===== config.mk =====
export PLATFORM = sky130hd
export DESIGN_NAME = uart_tx_engine_flat
export DESIGN_NICKNAME = d
export VERILOG_FILES = /design/src/rtl/uart_tx_engine_pkg.sv /design/src/rtl/uart_tx_engine_if.sv /design/src/rtl/uart_tx_bit_timer.sv /design/src/rtl/uart_tx_engine.sv /design/src/flat_wrapper.sv
export SDC_FILE = /design/constraint.sdc
export NUM_CORES = 1
export LEC_CHECK = 0
export ABC_AREA = 1
export CORE_MARGIN = 2
export CORE_UTILIZATION = 62
export CTS_BUF_LIST = sky130_fd_sc_hd__clkbuf_4
export CTS_CLUSTER_SIZE = 10
export DETAILED_ROUTE_END_ITERATION = 10
export GPL_ROUTABILITY_DRIVEN = 1
export GPL_TIMING_DRIVEN = 0
export PLACE_DENSITY = 0.84
export SYNTH_ARGS = -nofsm -noshare
export SYNTH_HDL_FRONTEND = slang
export SYNTH_SLANG_ARGS = --single-unit
export TNS_END_PERCENT = 10

===== constraint.sdc =====
create_clock -name iCLOCK -period 3.15 [get_ports iCLOCK]
set_input_delay 0.63 -clock iCLOCK [delete_from_list [all_inputs] [get_ports iCLOCK]]
set_output_delay 0.63 -clock iCLOCK [all_outputs]
set_load 0.01 [all_outputs]

===== src/rtl/uart_tx_engine_pkg.sv =====
// -----------------------------------------------------------------------------
// uart_tx_engine_pkg
// Shared SCI transmit definitions:
//   - tx_state_e        : FSM state encodings (IDLE, START, DATA, PARITY, STOP)
//   - PARITY_EVEN/ODD   : parity-mode constants for the parity-select input
//   - DIV_W_DEF         : default width of the baud divisor
//   - calc_parity()     : parity bit for a byte under the selected mode
// -----------------------------------------------------------------------------
package uart_tx_engine_pkg;

   localparam int DIV_W_DEF = 16;

   typedef enum logic [2:0] {
      ST_IDLE   = 3'd0,
      ST_START  = 3'd1,
      ST_DATA   = 3'd2,
      ST_PARITY = 3'd3,
      ST_STOP   = 3'd4
   } tx_state_e;

   localparam logic PARITY_EVEN = 1'b0;
   localparam logic PARITY_ODD  = 1'b1;

   // Even parity is the XOR of the data bits; odd parity is its inverse.
   function automatic logic calc_parity(input logic [7:0] i_data, input logic i_odd);
      return (^i_data) ^ (i_odd == PARITY_ODD);
   endfunction

endpackage


===== src/rtl/uart_tx_engine_if.sv =====
// -----------------------------------------------------------------------------
// uart_tx_engine_if
// Byte request handshake, per-frame configuration and status of the transmit
// engine.
//   iTX_VALID/iTX_DATA  : byte request from the TX FIFO / register logic
//   iBAUD_DIV           : clocks per bit minus 1
//   iPARITY_EN/ODD      : parity enable / odd-parity select
//   iSTOP2              : two stop bits
//   oTX_READY/oTX_DONE  : engine idle / one-cycle frame completion pulse
//   dbg_state           : current FSM state, for observation only
// Handshake: a byte is transferred on a rising clock edge where iTX_VALID and
// oTX_READY are both high; iTX_DATA and the configuration inputs are captured
// on that edge. iTX_VALID is ignored whenever oTX_READY is low.
// modports: master = requester side, slave = engine side.
// -----------------------------------------------------------------------------
interface uart_tx_engine_if #(parameter int DIV_W = 16) ();
   import uart_tx_engine_pkg::*;

   logic             iTX_VALID;
   logic [7:0]       iTX_DATA;
   logic [DIV_W-1:0] iBAUD_DIV;
   logic             iPARITY_EN;
   logic             iPARITY_ODD;
   logic             iSTOP2;
   logic             oTX_READY;
   logic             oTX_DONE;
   tx_state_e        dbg_state;

   modport master (
      output iTX_VALID, iTX_DATA, iBAUD_DIV, iPARITY_EN, iPARITY_ODD, iSTOP2,
      input  oTX_READY, oTX_DONE, dbg_state
   );

   modport slave (
      input  iTX_VALID, iTX_DATA, iBAUD_DIV, iPARITY_EN, iPARITY_ODD, iSTOP2,
      output oTX_READY, oTX_DONE, dbg_state
   );

endinterface


===== src/rtl/uart_tx_bit_timer.sv =====
// -----------------------------------------------------------------------------
// uart_tx_bit_timer
// Per-bit up-counter. Counts clocks from 0 and raises o_bit_end in the cycle
// where the count equals i_div, so one bit lasts i_div+1 clocks.
//   i_clk, i_rst_n : clock, asynchronous active-low reset
//   i_sync_rst     : synchronous clear (soft reset/abort)
//   i_clear        : reload to 0 (held in idle and on every bit boundary)
//   i_div          : latched divisor
//   o_bit_end      : one-cycle strobe in the last clock of a bit
// -----------------------------------------------------------------------------
module uart_tx_bit_timer
   import uart_tx_engine_pkg::*;
#(
   parameter int DIV_W = DIV_W_DEF
) (
   input  logic             i_clk,
   input  logic             i_rst_n,
   input  logic             i_sync_rst,
   input  logic             i_clear,
   input  logic [DIV_W-1:0] i_div,
   output logic             o_bit_end
);

   localparam logic [DIV_W-1:0] ONE = {{(DIV_W-1){1'b0}}, 1'b1};

   logic [DIV_W-1:0] r_cnt;

   always_ff @(posedge i_clk or negedge i_rst_n) begin
      if (!i_rst_n) begin
         r_cnt <= '0;
      end else if (i_sync_rst || i_clear) begin
         r_cnt <= '0;
      end else begin
         r_cnt <= r_cnt + ONE;
      end
   end

   assign o_bit_end = (r_cnt == i_div);

endmodule


===== src/rtl/uart_tx_engine.sv =====
// -----------------------------------------------------------------------------
// uart_tx_engine
// SCI transmit serialiser: start bit, 8 data bits LSB first, optional parity,
// 1 or 2 stop bits. One byte per valid/ready handshake, one-cycle done pulse.
//   iCLOCK      : bus clock
//   inRESET     : asynchronous active-low reset
//   iRESET_SYNC : synchronous soft reset / frame abort, active high
//   tx_if       : handshake, configuration and status (slave modport)
//   oUART_TXD   : serial line, idle high, registered
// -----------------------------------------------------------------------------
module uart_tx_engine
   import uart_tx_engine_pkg::*;
#(
   parameter int DIV_W = DIV_W_DEF
) (
   input  logic           iCLOCK,
   input  logic           inRESET,
   input  logic           iRESET_SYNC,
   uart_tx_engine_if.slave tx_if,
   output logic           oUART_TXD
);

   tx_state_e        r_state;
   logic [7:0]       r_data;
   logic [2:0]       r_idx;
   logic [DIV_W-1:0] r_div;
   logic             r_par_en;
   logic             r_par_bit;
   logic             r_stop2;
   logic             r_stop_idx;
   logic             r_txd;
   logic             r_ready;
   logic             r_done;

   logic             w_bit_end;
   logic             w_timer_clr;
   logic [2:0]       w_next_idx;

   // Holding the timer cleared in idle makes the start bit begin at count 0.
   assign w_timer_clr = (r_state == ST_IDLE) || w_bit_end;
   assign w_next_idx  = r_idx + 3'd1;

   uart_tx_bit_timer #(.DIV_W(DIV_W)) u_bit_timer (
      .i_clk      (iCLOCK),
      .i_rst_n    (inRESET),
      .i_sync_rst (iRESET_SYNC),
      .i_clear    (w_timer_clr),
      .i_div      (r_div),
      .o_bit_end  (w_bit_end)
   );

   always_ff @(posedge iCLOCK or negedge inRESET) begin
      if (!inRESET) begin
         r_state    <= ST_IDLE;
         r_data     <= '0;
         r_idx      <= '0;
         r_div      <= '0;
         r_par_en   <= 1'b0;
         r_par_bit  <= 1'b0;
         r_stop2    <= 1'b0;
         r_stop_idx <= 1'b0;
         r_txd      <= 1'b1;
         r_ready    <= 1'b1;
         r_done     <= 1'b0;
      end else if (iRESET_SYNC) begin
         r_state    <= ST_IDLE;
         r_idx      <= '0;
         r_stop_idx <= 1'b0;
         r_txd      <= 1'b1;
         r_ready    <= 1'b1;
         r_done     <= 1'b0;
      end else begin
         r_done <= 1'b0;
         case (r_state)
            ST_IDLE: begin
               r_txd <= 1'b1;
               if (tx_if.iTX_VALID && r_ready) begin
                  r_data    <= tx_if.iTX_DATA;
                  r_div     <= tx_if.iBAUD_DIV;
                  r_par_en  <= tx_if.iPARITY_EN;
                  r_par_bit <= calc_parity(tx_if.iTX_DATA, tx_if.iPARITY_ODD);
                  r_stop2   <= tx_if.iSTOP2;
                  r_ready   <= 1'b0;
                  r_txd     <= 1'b0;
                  r_state   <= ST_START;
               end
            end
            ST_START: begin
               if (w_bit_end) begin
                  r_idx   <= '0;
                  r_txd   <= r_data[0];
                  r_state <= ST_DATA;
               end
            end
            ST_DATA: begin
               if (w_bit_end) begin
                  if (r_idx == 3'd7) begin
                     if (r_par_en) begin
                        r_txd   <= r_par_bit;
                        r_state <= ST_PARITY;
                     end else begin
                        r_txd      <= 1'b1;
                        r_stop_idx <= 1'b0;
                        r_state    <= ST_STOP;
                     end
                  end else begin
                     r_idx <= w_next_idx;
                     r_txd <= r_data[w_next_idx];
                  end
               end
            end
            ST_PARITY: begin
               if (w_bit_end) begin
                  r_txd      <= 1'b1;
                  r_stop_idx <= 1'b0;
                  r_state    <= ST_STOP;
               end
            end
            ST_STOP: begin
               if (w_bit_end) begin
                  // Second stop bit reuses the state; the timer reload on
                  // w_bit_end starts a fresh bit period.
                  if (r_stop2 && !r_stop_idx) begin
                     r_stop_idx <= 1'b1;
                  end else begin
                     r_stop_idx <= 1'b0;
                     r_done     <= 1'b1;
                     r_ready    <= 1'b1;
                     r_state    <= ST_IDLE;
                  end
               end
            end
            default: begin
               r_txd   <= 1'b1;
               r_ready <= 1'b1;
               r_state <= ST_IDLE;
            end
         endcase
      end
   end

   assign oUART_TXD       = r_txd;
   assign tx_if.oTX_READY = r_ready;
   assign tx_if.oTX_DONE  = r_done;
   assign tx_if.dbg_state = r_state;

endmodule

===== src/flat_wrapper.sv =====
// flat-port wrapper written by rule: the top's interface ports become plain ports
module uart_tx_engine_flat import uart_tx_engine_pkg::*;
#(
   parameter int DIV_W = DIV_W_DEF
)
  (iCLOCK, inRESET, iRESET_SYNC, oUART_TXD, tx_if_iTX_VALID, tx_if_iTX_DATA, tx_if_iBAUD_DIV, tx_if_iPARITY_EN, tx_if_iPARITY_ODD, tx_if_iSTOP2, tx_if_oTX_READY, tx_if_oTX_DONE, tx_if_dbg_state);
  uart_tx_engine_if #(.DIV_W(DIV_W)) tx_if_i ();
  input  logic iCLOCK;
  input  logic inRESET;
  input  logic iRESET_SYNC;
  output logic oUART_TXD;
  input wire logic [$bits(tx_if_i.iTX_VALID)-1:0] tx_if_iTX_VALID;
  input wire logic [$bits(tx_if_i.iTX_DATA)-1:0] tx_if_iTX_DATA;
  input wire logic [$bits(tx_if_i.iBAUD_DIV)-1:0] tx_if_iBAUD_DIV;
  input wire logic [$bits(tx_if_i.iPARITY_EN)-1:0] tx_if_iPARITY_EN;
  input wire logic [$bits(tx_if_i.iPARITY_ODD)-1:0] tx_if_iPARITY_ODD;
  input wire logic [$bits(tx_if_i.iSTOP2)-1:0] tx_if_iSTOP2;
  output wire logic [$bits(tx_if_i.oTX_READY)-1:0] tx_if_oTX_READY;
  output wire logic [$bits(tx_if_i.oTX_DONE)-1:0] tx_if_oTX_DONE;
  output wire logic [$bits(tx_if_i.dbg_state)-1:0] tx_if_dbg_state;
  assign tx_if_i.iTX_VALID = tx_if_iTX_VALID;
  assign tx_if_i.iTX_DATA = tx_if_iTX_DATA;
  assign tx_if_i.iBAUD_DIV = tx_if_iBAUD_DIV;
  assign tx_if_i.iPARITY_EN = tx_if_iPARITY_EN;
  assign tx_if_i.iPARITY_ODD = tx_if_iPARITY_ODD;
  assign tx_if_i.iSTOP2 = tx_if_iSTOP2;
  assign tx_if_oTX_READY = tx_if_i.oTX_READY;
  assign tx_if_oTX_DONE = tx_if_i.oTX_DONE;
  assign tx_if_dbg_state = tx_if_i.dbg_state;
  uart_tx_engine #(.DIV_W(DIV_W)) u_core (.iCLOCK(iCLOCK), .inRESET(inRESET), .iRESET_SYNC(iRESET_SYNC), .tx_if(tx_if_i), .oUART_TXD(oUART_TXD));
endmodule

# ---- Word-level counts from Yosys, hierarchy flattened
# Index checks and enable logic that the tools add are counted.
dict set report word_totals {
  register_bits 53
  latch_bits 0
  ramBits 0
  mem_bits_ro 0
  input_bits 31
  n_memories 0
}
dict set report op_classes {
  n_addsub 2
  n_mul 0
  div 0
  order_cmp 1
  eq_ne 17
  shifts 0
  muxes 43
  bitwise 2
  n_reduce_logical 16
}
# cell count
set op_table {}
lappend op_table {{two-way mux 3 bit} 13}
lappend op_table {{two-way mux 1 bit} 23}
lappend op_table {{adder 16 x 1 -> 16 bit, second input constant} 1}
lappend op_table {{equality test 16 bit} 1}
lappend op_table {{two-way mux 16 bit} 1}
lappend op_table {{inequality test 3 x 2 -> 1 bit, second input constant} 5}
lappend op_table {{case mux 3 bit (5 select lines)} 1}
lappend op_table {{inequality test 3 bit, second input constant} 4}
lappend op_table {{AND reduction 4 bit} 3}
lappend op_table {{parity 8 bit} 1}
lappend op_table {{AND reduction 7 bit} 1}
lappend op_table {{equality test 3 x 2 -> 1 bit, second input constant} 2}
lappend op_table {{equality test 3 bit, second input constant} 2}
lappend op_table {{case mux 1 bit (3 select lines)} 2}
lappend op_table {{case mux 3 bit (2 select lines)} 1}
lappend op_table {{AND reduction 6 bit} 1}
lappend op_table {{case mux 1 bit (5 select lines)} 1}
lappend op_table {{less-than comparator 3 x 4 -> 1 bit, second input constant} 1}
lappend op_table {{nonzero test 4 bit} 1}
lappend op_table {{adder 3 x 1 -> 3 bit, second input constant} 1}
lappend op_table {{binary-select mux 1 bit (select 3 bit)} 1}
lappend op_table {{equality test 3 x 1 -> 1 bit, second input constant} 1}
lappend op_table {{logical NOT 3 bit} 1}
lappend op_table {{AND reduction 3 bit} 1}
lappend op_table {{9 further kinds} 11}

# ---- Longest topological paths before layout
dict set report depth {
  ltp_word 7
  depth_mapped 12
  mapped_depth_nobuf 12
}

# ---- By module
# Synthesis repeated with hierarchy kept, for this count alone.
dict set report hier_totals {
  hier_cells 420
  hier_area_um2 3098.0
}
# mod n_inst cells_per_inst area_per_inst_um2
set by_module_without_submodules {}
lappend by_module_without_submodules {uart_tx_engine 1 261 1991.9}
lappend by_module_without_submodules {uart_tx_bit_timer 1 159 1106.1}

# ---- Worst setup path before layout
# Ideal clock, no wire load.
dict set report synth_timing {
  path_kind {reg2reg}
  from {register u_core.u_bit_timer.r_cnt[0]}
  to {register u_core.u_bit_timer.r_cnt[12]}
  setup_ns 0.123
  arrival_time_ns 1.430
  required_ns 3.027
  setup_slack_ns 1.597
  stages_incl_launch_ff 11
  period_less_slack_ns 1.553
  cell_sequence {dfrtp_1 ha_1 nand3_2 nor2_1 nand2_1 nor2_2 nand3_1 nor2_2 inv_1 o21ai_0 a21oi_1}
}
dict set report synth_via {
  elab_chain_len 4
  elab_cells_between_ends 5
  cone_classes {1 x add/sub; 1 x eq/ne; 1 x mux; 2 x reduce/logical}
}
# item line
set synth_rtl {}
lappend synth_rtl {{start: declaration} uart_tx_bit_timer.sv:26} ;# logic [DIV_W-1:0] r_cnt;
lappend synth_rtl {{start signal: assignment} uart_tx_bit_timer.sv:34} ;# r_cnt <= r_cnt + ONE;
lappend synth_rtl {{parallel branches: the longest is 3 deep, another holds adder 16 x 1 -> 16 bit} -}
lappend synth_rtl {{two-way mux 16 bit (*)} uart_tx_bit_timer.sv:31} ;# end else if (i_sync_rst || i_clear) begin
# Mark *: on every way between the ends.
# A chain may end at the register's enable or synchronous reset.

# ---- Final worst setup path
dict set report layout_timing {
  from {register u_core.r_state[2] (netlist: u_core.tx_if.dbg_state[2])}
  to {output port tx_if_dbg_state[2]}
}
# item line
set layout_lines {}
lappend layout_lines {{start: declaration} uart_tx_engine.sv:23} ;# tx_state_e r_state;
lappend layout_lines {{start signal: assignment} uart_tx_engine.sv:54} ;# r_state <= ST_IDLE;
lappend layout_lines {{start signal: assignment} uart_tx_engine.sv:66} ;# r_state <= ST_IDLE;
lappend layout_lines {{start signal: assignment} uart_tx_engine.sv:85} ;# r_state <= ST_START;
lappend layout_lines {{end: declaration} flat_wrapper.sv:20} ;# output wire logic [$bits(tx_if_i.dbg_state)-1:0] tx_if_dbg_state;
# No word-level cell between the ends.

==> results.md <==
- The setup check on the worst reg-to-reg path leaves a slack of 1.34 ns.
- Among all cell types in the netlist, the one instantiated most often is nand2_1.
- The final setup TNS is 0 ns.
- The flip-flop and latch area is 1330 um^2.
- The category of the worst setup path launch point is a flip-flop.
- The root buffer cell is clkbuf_4.
- In this run the worst path has a maximum fanout of 8.
- The floorplan die area is 5270 um^2.
- By count the netlist is led by 143 x nand2_1, 52 x inv_1, 51 x dfrtp_1.
- The buffer and inverter count on the worst path is 1.
- The pin slew with the least headroom to its limit is 0.345 ns.
- The floorplan step set the die height to 72.6 um.
- The number of antenna diodes in the final layout is 0.
- The number of filler cells placed in the layout is 326.
- The worst slew margin relative to its limit is 0.769.
- Setup repair after global routing left no endpoint under its margin.
- Derived from the worst setup path, the maximum achievable clock frequency is 474 MHz.
- The count of distinct cell types in the synthesized netlist is 29.
- Once the clock tree was built, the resizer swapped 0 gates to a different size.
- The total of hold buffers inserted after clock tree synthesis is 0.
- The detail-routed via count per cell is 5.18.
- The share of Yosys cell area claimed by the top area cell type is 0.437.
- The number of hold violations in the final report came to 0.
- The critical path class is flip-flop to primary output.
- For this run, the number of standard cells in the final layout without fillers is 494.
- The count of input and output buffers is 36.
- The sequential share of power is 0.459.
- On the final layout, the worst clock skew is 0.00687 ns.
- Counting I/O delays and the setup requirement, the final critical path takes 2.11 ns.
- The run finished with clean final reports.
- The via count of the first global-routing pass is 2381.
- The pin count of the biggest net entering global routing is 41.
- Summed over all nets, the switching power comes to 878 uW.
- The post-route worst setup slack is 1.04 ns.
- Counting flops with a built-in enable in the synthesized netlist gives 0.
- The tightest min-delay check is of the input port to asynchronous set/reset pin type.
- The depth of the CTS H-tree is 2.
- On the worst path, the slowest cell contributes a delay of 0.59 ns.
- The critical path goes through clkdlybuf4s50_1.
- The area used by multi-input combinational logic is 1340 um^2.
- The required time of the worst setup path is 2.52 ns.
- The net total in the final layout is 475.
- In the synthesized netlist the dominant register cell turns out to be dfrtp_1.
- The sum of internal, switching and leakage power is 2.23 mW.
- For this run, the detailed router's first-pass iteration total came to 4.
- The highest-delay cell along the critical path is clkdlybuf4s50_1.
- After floorplanning, the core was divided into 24 placement rows.
- The origin of the critical flop-to-flop path is u_core.u_bit_timer.r_cnt[0]$_DFF_PN0_.
- The share of the yosys chip area belonging to registers is 0.455.
- The cell-internal power is 1.35 mW.
- The average wire length per cell after detail routing is 11.8 um.
- CTS saw 53 sinks.
- The congestion estimate from routability-driven global placement came to 0.891.
- The CTS clock-pin slew for the worst setup and hold paths is 0.14 ns.
- The post-synthesis instance total is 397.
- The number of nets in the synthesized netlist is 431.
- Of the total power, combinational logic draws 0.401.
- Of the cells placed in the final design, the portion with a size suffix greater than 1 is 0.0950.
- TritonCTS built the clock tree.
- The number of violations of the max-capacitance limit is 0.
- Yosys printed 0 warnings.
- The routed layout has 2560 vias.
- The cell family contributing the most delay on the critical path is buffers and inverters.
- The wire length after detailed routing is 5840 um.
- The die width is 72.6 um.
- The count of endpoints failing setup in the final report is 0.
- The ratio of final minimum period to clock period is 0.670.
- The maximum ir drop on the vdd rail is 0.400 mV.
- The HPWL after detailed placement is 4550 um.
- Power spread over the standard cell area amounts to 651 nW/um^2.
- The total I/O pin count is 37.
- The region available for standard cell placement spans 4440 um^2.
- The share of synthesized flip-flops with an asynchronous set or reset is 1.00.
- Clock tree synthesis inserted a total of 5 buffers.
- The total placed instance area is 3360 um^2.
- The count of placed standard cells including taps is 486.
- The post-synthesis cell area is 2920 um^2.
- Once detail routing completed, the nets flagged for antenna violations numbered 0.
- The worst setup path is captured at a primary output.
- By area the synthesized netlist is led by dfrtp_1 44%, nand2_1 18%, inv_1 6.7%.
- The cell accounting for the most synthesized area is dfrtp_1.
- The power share of the clock group is 0.139.
- The worst register-to-register path ends at u_core.u_bit_timer.r_cnt[12]$_DFF_PN0_.
- The later pin in the worst-skew pair is clocked with a latency of 0.37 ns.
- The first global-routing pass estimated 10200 um of wire.
- In the global route stage, overall resource usage came out at 0.247.
- The remaining global-route overflow is 0.
- In this run the static leakage power is 1.68 nW.
- The post-synthesis sequential element count is 53.
- A synthesized cell averages 7.35 um^2.
- The clock passes through at most 2 buffers.
- After the first detailed-routing iteration, the DRC count stood at 129.
- Of the total power, the share spent switching nets is 0.394.
- The pre-CTS setup slack is 0.846 ns.
- The worst register-to-register path has a depth of 10.
- The number of buffers inserted to repair setup after CTS is 0.
- The critical path arrival is 1.48 ns.
- For this configuration, the core starts out at a cell density of 0.657.
- Once layout is done, the placed cells without fillers occupy 3420 um^2.
- Relative to the synthesized area, the layout overhead comes to 17.1%.
- The count of final max-slew check failures is 0.
- The number of DRC violations after detailed routing is 0.
- The initial antenna violation count is 0.
[layer usage]
metal / vias to the layer above / track usage / wire length (um)
met5: - / 0 / 0
met1: 1182 / 0.333 / 2770
met3: 7 / 0.0470 / 227
met2: 50 / 0.409 / 2780
met4: 0 / 0.0741 / 71
li1: 1321 / - / -
[power groups by stage]
stage | Sequential (mW) | Clock [mW] | Combinational (mW)
after floorplan | 1.01 | 0 | 0.639
after global placement | 1.03 | 0 | 0.865
after global routing | 1.05 | 0.345 | 1.03
after CTS | 1.02 | 0.324 | 0.899
final | 1.02 | 0.310 | 0.894
after detailed placement | 1.04 | 0 | 0.896
[cell families (layout without fill, tap and decap cells)]
| kind of cell | Yosys count | after routing | share of synthesized area |
|---|---|---|---|
| AND/OR/NAND/NOR | 219 | 219 | 0.331 |
| buffers and inverters | 64 | 109 | 0.0857 |
| adder cells (fa/ha/maj) | 3 | 3 | 0.0129 |
| XOR/XNOR | 9 | 9 | 0.0270 |
| AO/OA/AOI/OAI | 49 | 49 | 0.0879 |
| flip-flops | 53 | 53 | 0.455 |
[layout by cell type, fill, tap and decap left out]
cell,netlist,final
clkdlybuf4s50_1,0,35
nor2_8,1,1
nor2_1,25,25
nor4_1,1,1
dfrtp_1,51,51
nand3_1,20,20
inv_1,52,52
a21oi_1,12,12
o21bai_1,1,1
a211oi_1,2,2
nand2_2,1,1
xnor2_1,4,4
o211ai_1,1,1
ha_1,3,3
nor2_4,2,2
clkinvlp_4,0,1
nand4_1,5,5
buf_12,0,1
o21ai_0,28,28
a31oi_1,1,1
o21ai_1,4,4
xor2_1,5,5
buf_2,2,3
nand2_1,143,143
nor3_1,7,7
dfstp_2,2,2
clkbuf_4,0,7
nand3_4,1,1
buf_4,2,2
inv_2,8,8
nand3_2,3,3
nor2_2,9,9
nand2_4,1,1
[layout make-up]
type,count,share of cell area
multi-input combinational,280,0.392
sequential,53,0.389
timing repair buffer,37,0.110
inverter,60,0.0659
tap,52,0.0190
clock buffer,7,0.0154
buffer,4,0.00732
clock inverter,1,0.00220
[metrics by stage]
step                      hold slack (ns)   util
after floorplan                     0.334      -
after global placement              0.458  0.753
after detailed placement            0.459  0.756
after CTS                           0.126  0.769
after global routing                0.131  0.769
final                               0.128  0.769
[sequential cells by signal, indices dropped and copies added, names as in the netlist]
name,count
u_core.r_div,16
u_core.u_bit_timer.r_cnt,16
u_core.r_data,8
u_core.r_idx,3
u_core.tx_if.dbg_state,3
u_core.oUART_TXD,1
u_core.r_par_bit,1
u_core.r_par_en,1
u_core.r_stop2,1
u_core.r_stop_idx,1
u_core.tx_if.oTX_DONE,1
u_core.tx_if.oTX_READY,1
[how the worst max path moves through the flow]
| stage | cells past startpoint | endpoint | from |
|---|---|---|---|
| 3_5_place_dp | 8 | u_core.tx_if.dbg_state[1]$_DFFE_PN0P_ | iRESET_SYNC |
| 4_1_cts | 1 | tx_if_dbg_state[2] | u_core.tx_if.dbg_state[2]$_DFFE_PN0P_ |
| 2_1_floorplan | 10 | u_core.u_bit_timer.r_cnt[12]$_DFF_PN0_ | u_core.u_bit_timer.r_cnt[0]$_DFF_PN0_ |
| 5_1_grt | 1 | tx_if_dbg_state[2] | u_core.tx_if.dbg_state[2]$_DFFE_PN0P_ |
| 6_report | 1 | tx_if_dbg_state[2] | u_core.tx_if.dbg_state[2]$_DFFE_PN0P_ |
| 3_3_place_gp | 1 | u_core.r_data[6]$_DFFE_PN0P_ | inRESET |
Note: power is estimated with default switching activity, not from simulation.
